==> config.mk <==
export PLATFORM = sky130hd
export DESIGN_NAME = fetch_unit_flat
export DESIGN_NICKNAME = d
export VERILOG_FILES = /design/src/rtl/fetch_pkg.sv /design/src/rtl/fetch_unit_if.sv /design/src/rtl/fetch_queue.sv /design/src/rtl/fetch_unit.sv /design/src/flat_wrapper.sv
export SDC_FILE = /design/constraint.sdc
export NUM_CORES = 1
export LEC_CHECK = 0
export BUFFER_PORTS_ARGS = -buffer_cell sky130_fd_sc_hd__buf_2
export CAP_MARGIN = 15
export CORE_UTILIZATION = 60
export DETAILED_ROUTE_END_ITERATION = 7
export GPL_TIMING_DRIVEN = 1
export HOLD_SLACK_MARGIN = 0.05
export PLACE_DENSITY_LB_ADDON = 0.1
export SYNTH_ARGS = -nofsm -noshare
export SYNTH_HDL_FRONTEND = slang
export SYNTH_SLANG_ARGS = --single-unit
==> constraint.sdc <==
create_clock -name clk -period 10.36 [get_ports clk]
set_input_delay 1.036 -clock clk [delete_from_list [all_inputs] [get_ports clk]]
set_output_delay 1.036 -clock clk [all_outputs]
set_load 0.1 [all_outputs]
==> src/rtl/fetch_pkg.sv <==
// rtl/fetch_pkg.sv - shared types, widths and pc helpers for the fetch stage
package fetch_pkg;

    localparam int VIRTUAL_ADDRESS_SIZE = 64;
    localparam int NFU                  = 2;
    localparam int BUNDLE_BITS          = NFU * 32;
    localparam int BUNDLE_BYTES         = NFU * 4;

    typedef logic [VIRTUAL_ADDRESS_SIZE-1:0] vaddr_t;
    typedef logic [BUNDLE_BITS-1:0]          bundle_t;

    typedef enum logic [1:0] {
        IDLE = 2'd0,
        REQ  = 2'd1,
        WAIT = 2'd2
    } fetch_state_e;

    typedef struct packed {
        bundle_t bundle;
        vaddr_t  pc;
    } queue_entry_t;

    // Clear the byte-offset bits so every pc points at a bundle boundary.
    function automatic vaddr_t alignPc(input vaddr_t pc);
        return pc & ~vaddr_t'(BUNDLE_BYTES - 1);
    endfunction

endpackage

==> src/rtl/fetch_unit_if.sv <==
// rtl/fetch_unit_if.sv - mmu instruction port, redirect and decode handshake bundle
interface fetch_unit_if;
    import fetch_pkg::*;

    vaddr_t  instructionAddress;
    logic    doInstructionFetch;
    bundle_t instruction;
    logic    doneInstructionFetch;
    logic    redirectValid;
    vaddr_t  redirectPc;
    logic    bundleValid;
    logic    bundleReady;
    bundle_t bundle;
    vaddr_t  bundlePc;

    modport master (
        output instructionAddress, doInstructionFetch,
        output bundleValid, bundle, bundlePc,
        input  instruction, doneInstructionFetch,
        input  redirectValid, redirectPc,
        input  bundleReady
    );

    modport slave (
        input  instructionAddress, doInstructionFetch,
        input  bundleValid, bundle, bundlePc,
        output instruction, doneInstructionFetch,
        output redirectValid, redirectPc,
        output bundleReady
    );

endinterface

==> src/rtl/fetch_queue.sv <==
// rtl/fetch_queue.sv - bundle FIFO with registered head, flush and occupancy count
module fetch_queue
    import fetch_pkg::*;
#(
    parameter  int QUEUE_DEPTH = 4,
    localparam int PTR_BITS    = $clog2(QUEUE_DEPTH),
    localparam int COUNT_BITS  = PTR_BITS + 1
) (
    input  logic                  clk,
    input  logic                  rst_n,
    input  logic                  push,
    input  queue_entry_t          pushEntry,
    input  logic                  pop,
    input  logic                  flush,
    output logic                  headValid,
    output queue_entry_t          head,
    output logic [COUNT_BITS-1:0] count,
    output logic                  full,
    output logic                  empty
);

    queue_entry_t          mem [QUEUE_DEPTH];
    logic [PTR_BITS-1:0]   rdPtr;
    logic [PTR_BITS-1:0]   wrPtr;
    logic                  doPush;
    logic                  doPop;
    logic [PTR_BITS-1:0]   nextRd;
    logic [COUNT_BITS-1:0] nextCount;
    logic [COUNT_BITS-1:0] afterPop;

    assign full  = (count == COUNT_BITS'(QUEUE_DEPTH));
    assign empty = (count == '0);

    // Qualify push/pop against flush and occupancy, and work out the next head position.
    always_comb begin
        doPop     = 1'b0;
        doPush    = 1'b0;
        nextRd    = rdPtr;
        nextCount = count;
        afterPop  = count;
        doPop     = pop & headValid & ~flush;
        doPush    = push & ~flush & (~full | doPop);
        nextRd    = rdPtr + PTR_BITS'(doPop);
        afterPop  = count - COUNT_BITS'(doPop);
        nextCount = afterPop + COUNT_BITS'(doPush);
    end

    // Entry storage; written only on an accepted push.
    always_ff @(posedge clk) begin
        if (doPush) begin
            mem[wrPtr] <= pushEntry;
        end
    end

    // Pointers, count and the registered head; a push into an empty queue bypasses storage.
    always_ff @(posedge clk or negedge rst_n) begin
        if (!rst_n) begin
            rdPtr     <= '0;
            wrPtr     <= '0;
            count     <= '0;
            headValid <= 1'b0;
            head      <= '0;
        end else if (flush) begin
            rdPtr     <= '0;
            wrPtr     <= '0;
            count     <= '0;
            headValid <= 1'b0;
        end else begin
            rdPtr     <= nextRd;
            count     <= nextCount;
            headValid <= (nextCount != '0);
            if (doPush) begin
                wrPtr <= wrPtr + PTR_BITS'(1);
            end
            if (doPush && afterPop == '0) begin
                head <= pushEntry;
            end else if (nextCount != '0) begin
                head <= mem[nextRd];
            end
        end
    end

endmodule

==> src/rtl/fetch_unit.sv <==
// rtl/fetch_unit.sv - fetch stage top: pc, fetch FSM, redirect discard, bundle queue; FETCH_PERF_EN adds perf counters
module fetch_unit
    import fetch_pkg::*;
#(
    parameter int     QUEUE_DEPTH = 4,
    parameter vaddr_t RESET_PC    = '0
) (
    input  logic        clk,
    input  logic        rst_n,
    fetch_unit_if.master fif
`ifdef FETCH_PERF_EN
    ,
    output logic [31:0] perfBundleCount,
    output logic [31:0] perfStallCount
`endif
);

    localparam int COUNT_BITS = $clog2(QUEUE_DEPTH) + 1;

    fetch_state_e          state;
    vaddr_t                pc;
    vaddr_t                fetchAddress;
    logic                  fetchPulse;
    logic                  discard;

    logic                  qPush;
    logic                  qPop;
    queue_entry_t          qPushEntry;
    queue_entry_t          qHead;
    logic                  qHeadValid;
    logic [COUNT_BITS-1:0] qCount;
    logic                  qFull;
    logic                  qEmpty;
    logic                  creditAvailable;

    assign fif.instructionAddress = fetchAddress;
    assign fif.doInstructionFetch = fetchPulse;
    assign fif.bundleValid        = qHeadValid;
    assign fif.bundle             = qHead.bundle;
    assign fif.bundlePc           = qHead.pc;

    // Only issued from IDLE, so nothing is in flight and the queue count alone is the credit.
    assign creditAvailable = (qCount < COUNT_BITS'(QUEUE_DEPTH));

    assign qPush = (state == WAIT) & fif.doneInstructionFetch & ~discard
                 & ~fif.redirectValid & ~qFull;
    assign qPop  = qHeadValid & fif.bundleReady & ~qEmpty;

    assign qPushEntry.bundle = fif.instruction;
    assign qPushEntry.pc     = fetchAddress;

    fetch_queue #(
        .QUEUE_DEPTH (QUEUE_DEPTH)
    ) u_queue (
        .clk       (clk),
        .rst_n     (rst_n),
        .push      (qPush),
        .pushEntry (qPushEntry),
        .pop       (qPop),
        .flush     (fif.redirectValid),
        .headValid (qHeadValid),
        .head      (qHead),
        .count     (qCount),
        .full      (qFull),
        .empty     (qEmpty)
    );

    // Fetch FSM: registered request pulse, pc advance on kept responses, redirect with discard.
    always_ff @(posedge clk or negedge rst_n) begin
        if (!rst_n) begin
            state        <= IDLE;
            pc           <= RESET_PC;
            fetchAddress <= RESET_PC;
            fetchPulse   <= 1'b0;
            discard      <= 1'b0;
        end else begin
            fetchPulse <= 1'b0;
            case (state)
                IDLE: begin
                    if (fif.redirectValid) begin
                        pc <= alignPc(fif.redirectPc);
                    end else if (creditAvailable) begin
                        state        <= REQ;
                        fetchPulse   <= 1'b1;
                        fetchAddress <= pc;
                    end
                end
                REQ: begin
                    state <= WAIT;
                    if (fif.redirectValid) begin
                        pc      <= alignPc(fif.redirectPc);
                        discard <= 1'b1;
                    end
                end
                WAIT: begin
                    if (fif.doneInstructionFetch) begin
                        state   <= IDLE;
                        discard <= 1'b0;
                        if (fif.redirectValid) begin
                            pc <= alignPc(fif.redirectPc);
                        end else if (!discard) begin
                            pc <= pc + vaddr_t'(BUNDLE_BYTES);
                        end
                    end else if (fif.redirectValid) begin
                        pc      <= alignPc(fif.redirectPc);
                        discard <= 1'b1;
                    end
                end
                default: begin
                    state <= IDLE;
                end
            endcase
        end
    end

`ifdef FETCH_PERF_EN
    // Saturating counts of bundles pushed and cycles spent waiting on the mmu.
    always_ff @(posedge clk or negedge rst_n) begin
        if (!rst_n) begin
            perfBundleCount <= '0;
            perfStallCount  <= '0;
        end else begin
            if (qPush && perfBundleCount != 32'hFFFF_FFFF) begin
                perfBundleCount <= perfBundleCount + 32'd1;
            end
            if (state == WAIT && perfStallCount != 32'hFFFF_FFFF) begin
                perfStallCount <= perfStallCount + 32'd1;
            end
        end
    end
`endif

endmodule
==> src/flat_wrapper.sv <==
// flat-port wrapper written by rule: the top's interface ports become plain ports
module fetch_unit_flat import fetch_pkg::*;
#(
    parameter int     QUEUE_DEPTH = 4,
    parameter vaddr_t RESET_PC    = '0
)
  (clk, rst_n, fif_instructionAddress, fif_doInstructionFetch, fif_bundleValid, fif_bundle, fif_bundlePc, fif_instruction, fif_doneInstructionFetch, fif_redirectValid, fif_redirectPc, fif_bundleReady);
  fetch_unit_if fif_i ();
  input  logic clk;
  input  logic rst_n;
  output wire logic [$bits(fif_i.instructionAddress)-1:0] fif_instructionAddress;
  output wire logic [$bits(fif_i.doInstructionFetch)-1:0] fif_doInstructionFetch;
  output wire logic [$bits(fif_i.bundleValid)-1:0] fif_bundleValid;
  output wire logic [$bits(fif_i.bundle)-1:0] fif_bundle;
  output wire logic [$bits(fif_i.bundlePc)-1:0] fif_bundlePc;
  input wire logic [$bits(fif_i.instruction)-1:0] fif_instruction;
  input wire logic [$bits(fif_i.doneInstructionFetch)-1:0] fif_doneInstructionFetch;
  input wire logic [$bits(fif_i.redirectValid)-1:0] fif_redirectValid;
  input wire logic [$bits(fif_i.redirectPc)-1:0] fif_redirectPc;
  input wire logic [$bits(fif_i.bundleReady)-1:0] fif_bundleReady;
  assign fif_instructionAddress = fif_i.instructionAddress;
  assign fif_doInstructionFetch = fif_i.doInstructionFetch;
  assign fif_bundleValid = fif_i.bundleValid;
  assign fif_bundle = fif_i.bundle;
  assign fif_bundlePc = fif_i.bundlePc;
  assign fif_i.instruction = fif_instruction;
  assign fif_i.doneInstructionFetch = fif_doneInstructionFetch;
  assign fif_i.redirectValid = fif_redirectValid;
  assign fif_i.redirectPc = fif_redirectPc;
  assign fif_i.bundleReady = fif_bundleReady;
  fetch_unit #(.QUEUE_DEPTH(QUEUE_DEPTH), .RESET_PC(RESET_PC)) u_core (.clk(clk), .rst_n(rst_n), .fif(fif_i));
endmodule
==> impl_metrics.ini <==
[grt]
antenna_found_initial = 10
grt_max_degree = 129
grt_pass1_vias = 19450
grt-ovfl-total = 0
grt_pass1_wl_um = 114300
grt_use_total = 0.2810

[worst_hold_path]
holdCritPathClass = primary input to asynchronous set/reset pin

[drt]
drt-wirelength-per-cell_um = 23.62
drc = 36
drt_iter0_drc = 1770
viasPerCell = 6.111
detail-route-antenna-nets = 0
wl_um = 75290
firstDrtPassIters = 7
vias = 19481

[timing]
relSlewSlack = 0.3062
holdWs_ps = 440.8
fin_crit_sh = 0.5088
finalSetupViolCount = 0
worst_slack_ps = 5088
tns_ps = 0
grt_setup_unrepaired = false
fmax_mhz = 189.7
timing.final.crit_period_ps = 5272
hold_viol_final = 0
clock_skew_ps = 19.22
slew_viol_final = 0
tightest_slew_ps = 1037

[status]
violations = design-rule violations
status = complete, but fails checks

[pwr]
vdd_drop_max_uv = 337.0
p_per_area_nw_per_um2 = 307.3
p_leak_nw = 14.21

[clock_tree]
cts_buffer_depth = 3
holdBufCountCts = 0
cts_root_buf = clkbuf_16
cts_buffers = 78
cts_setup_buffers = 0
path_clk_slew_ps = 60
cts_tree = built
insertion_delay_ps = 620
cts_max_level = 3
clock-sinks = 780
cts_resized = 0

[setup_path]
timing.rr.start = u_core.state[0]
ff2ff_path_depth = 14
slowest_stage = buf_4
cp_max_fo = 69
r2r_slack_ps = 5090
path_class = flop to flop
max_stage_delay_ps = 840
endpoint = u_core.u_queue.head[11]
worstPathArrival_ps = 5820
regToRegEndpoint = u_core.u_queue.head[11]
cp-start-kind = flop
crit_chain = inv_1 > ha_1 > and2_1 > nand2_1 > a311oi_2 > ha_1 > ha_1 > xnor3_1 > a21o_4 > inv_4 > buf_4 > nand2_1 > nand2_1 > mux2_2
worstSetupEndpointType = flop
startpoint = u_core.state[0]
required_ps = 10900

[synthesis]
synth_top_area_share = 0.4788
ys_ff_latch = 780
yosysTopAreaCell = edfxtp_1
syn_area_per_cell_um2 = 15.15
synth_compound_gate_area_share = 0.03160
synth-simple-area-share = 0.09862
synth_top_family_by_area = multiplexers
synth.top_cells.by_area = edfxtp_1 48%, dfrtp_1 21%, mux4_2 9.0%, mux2_2 6.8%, nand2_1 5.3%
synthXorXnorAreaFrac = 0.001520
synthesis.instances = 2119
ys_warn_count = 0
synth.yosys.seq_area_share = 0.6876
synth_adder_area_share = 0.005455
synth_edf_count = 512
synth_cell_types = 64
synth_mux_area_frac = 0.1594
async_flop_share = 0.3436
syn-num-nets = 2266
synth_flop_cell = edfxtp_1
syn-cell-area_um2 = 32110

[place]
dp_hpwl_um = 43810
port_buffers = 323
dpl_worst_slack_ps = 4758
place_congestion = 0.8829

[finish]
nets = 2579
drive_above_1_share = 0.3215
syn_to_final_growth_pct = 15.20
fin_util = 0.7012

[die]
chipWidth_um = 233.3
start_util = 0.6086
ios = 327
std_cell_rows = 84
chipHeight_um = 233.3
coreArea_um2 = 52760
dieArea_um2 = 54450

[flow_run]
maxCapViolCount = 0
power by group:
part	total, mW	internal, mW	switching, mW
logic	4.18	0.771	3.41
registers	4.41	3.91	0.501
clock network	2.78	1.62	1.15
metal layers:
| layer | global-route usage | wire length (µm) |
|---|---|---|
| met1 | 0.3938 | 31430 |
| met2 | 0.4608 | 37480 |
| met3 | 0.05139 | 4864 |
| met4 | 0.06781 | 1459 |
| met5 | 0 | 54 |
Yosys cell counts (9+ instances only):
cell	number
edfxtp_1	512
nand2_1	454
dfrtp_1	268
mux2_2	194
mux4_2	128
clkbuf_1	105
nand3_1	42
nor2_1	42
a21oi_1	39
o21ai_0	37
nand4_1	29
nor3_1	27
nor4_1	21
and3_1	20
a211oi_1	15
inv_1	15
or4_1	15
ha_1	14
and2_1	13
buf_1	10
or3_1	9
critical path: cells and delay by family (launching register included):
family                     cells  cell delay (ps)
xor gates and xnor gates       1              250
buffers and inverters          3             1620
DFF                            1              410
adders and majority gates      3              680
muxes                          1              140
AOI/OAI and AO/OA              2              870
and+or+nand+nor                4             1200
cell families (layout without fill, tap and decap cells):
group / after synthesis / in the layout
adders and majority gates: 14 / 14
buffers and inverters: 134 / 513
and+or+nand+nor: 705 / 705
muxes: 327 / 327
AOI/OAI and AO/OA: 155 / 155
other: 0 / 2
DFF: 780 / 780
xor gates and xnor gates: 4 / 4
how the worst min path moves through the flow:
stage / slack, ps / from / cells after the start / endpoint
after CTS: 490 / u_core.pc[0] / 1 / u_core.pc[0]
after global placement: 460 / u_core.pc[1] / 1 / u_core.pc[1]
after global routing: 500 / rst_n / 1 / u_core.u_queue.head[65]
after floorplan: 450 / u_core.pc[0] / 1 / u_core.pc[0]
after detailed placement: 470 / u_core.pc[0] / 1 / u_core.pc[0]
final: 440 / rst_n / 1 / u_core.u_queue.head[65]
stage by stage:
stage                     power [mW]  instance area, µm²  cells
final                          11.37               36990   3188
after global routing           11.76               36990   3188
after CTS                      11.43               36990   3186
after detailed placement       8.649               34460   3040
after global placement         8.570               34460   3040
after floorplan                7.796               32110   2119
placed cells by master (no fill, tap or decap), drive strengths merged, types with 4 or more instances in the layout:
cell    instances
and3           21
a21oi          39
bufinv          4
edfxtp        512
or3             9
nand2         454
nor3           27
nor2           42
a22o            5
buf           352
and4            8
a21o            4
mux2i           5
dfrtp         268
o31a            4
mux4          128
mux2          194
clkbuf        122
nand4          29
a22oi           4
clkinv         14
a311oi          4
inv            19
o22ai           7
ha             14
o211ai          8
o21ai          37
or4            17
nor2b           8
nor4           21
and2           13
a211oi         15
nand3          44
cell type report:
class | count | area, µm²
Timing Repair Buffer | 352 | 1869
Tap cell | 688 | 860.8
Fill cell | 3501 | 15770
Clock buffer | 122 | 2291
Clock inverter | 24 | 234.0
Antenna cell | 2 | 5.005
Sequential cell | 780 | 22080
Multi-Input combinational cell | 1205 | 9594
Inverter | 15 | 58.81
sequential cells by signal (all words and copies together), names as in the netlist:
register / cells
u_core.state: 2
u_core.u_queue.mem: 512
u_core.discard: 1
u_core.u_queue.head: 128
u_core.u_queue.wrPtr: 2
u_core.pc: 64
u_core.u_queue.headValid: 1
u_core.fif.instructionAddress: 64
u_core.u_queue.count: 3
u_core.u_queue.rdPtr: 2
u_core.fif.doInstructionFetch: 1
No activity file was read; power rests on OpenSTA's default activity.
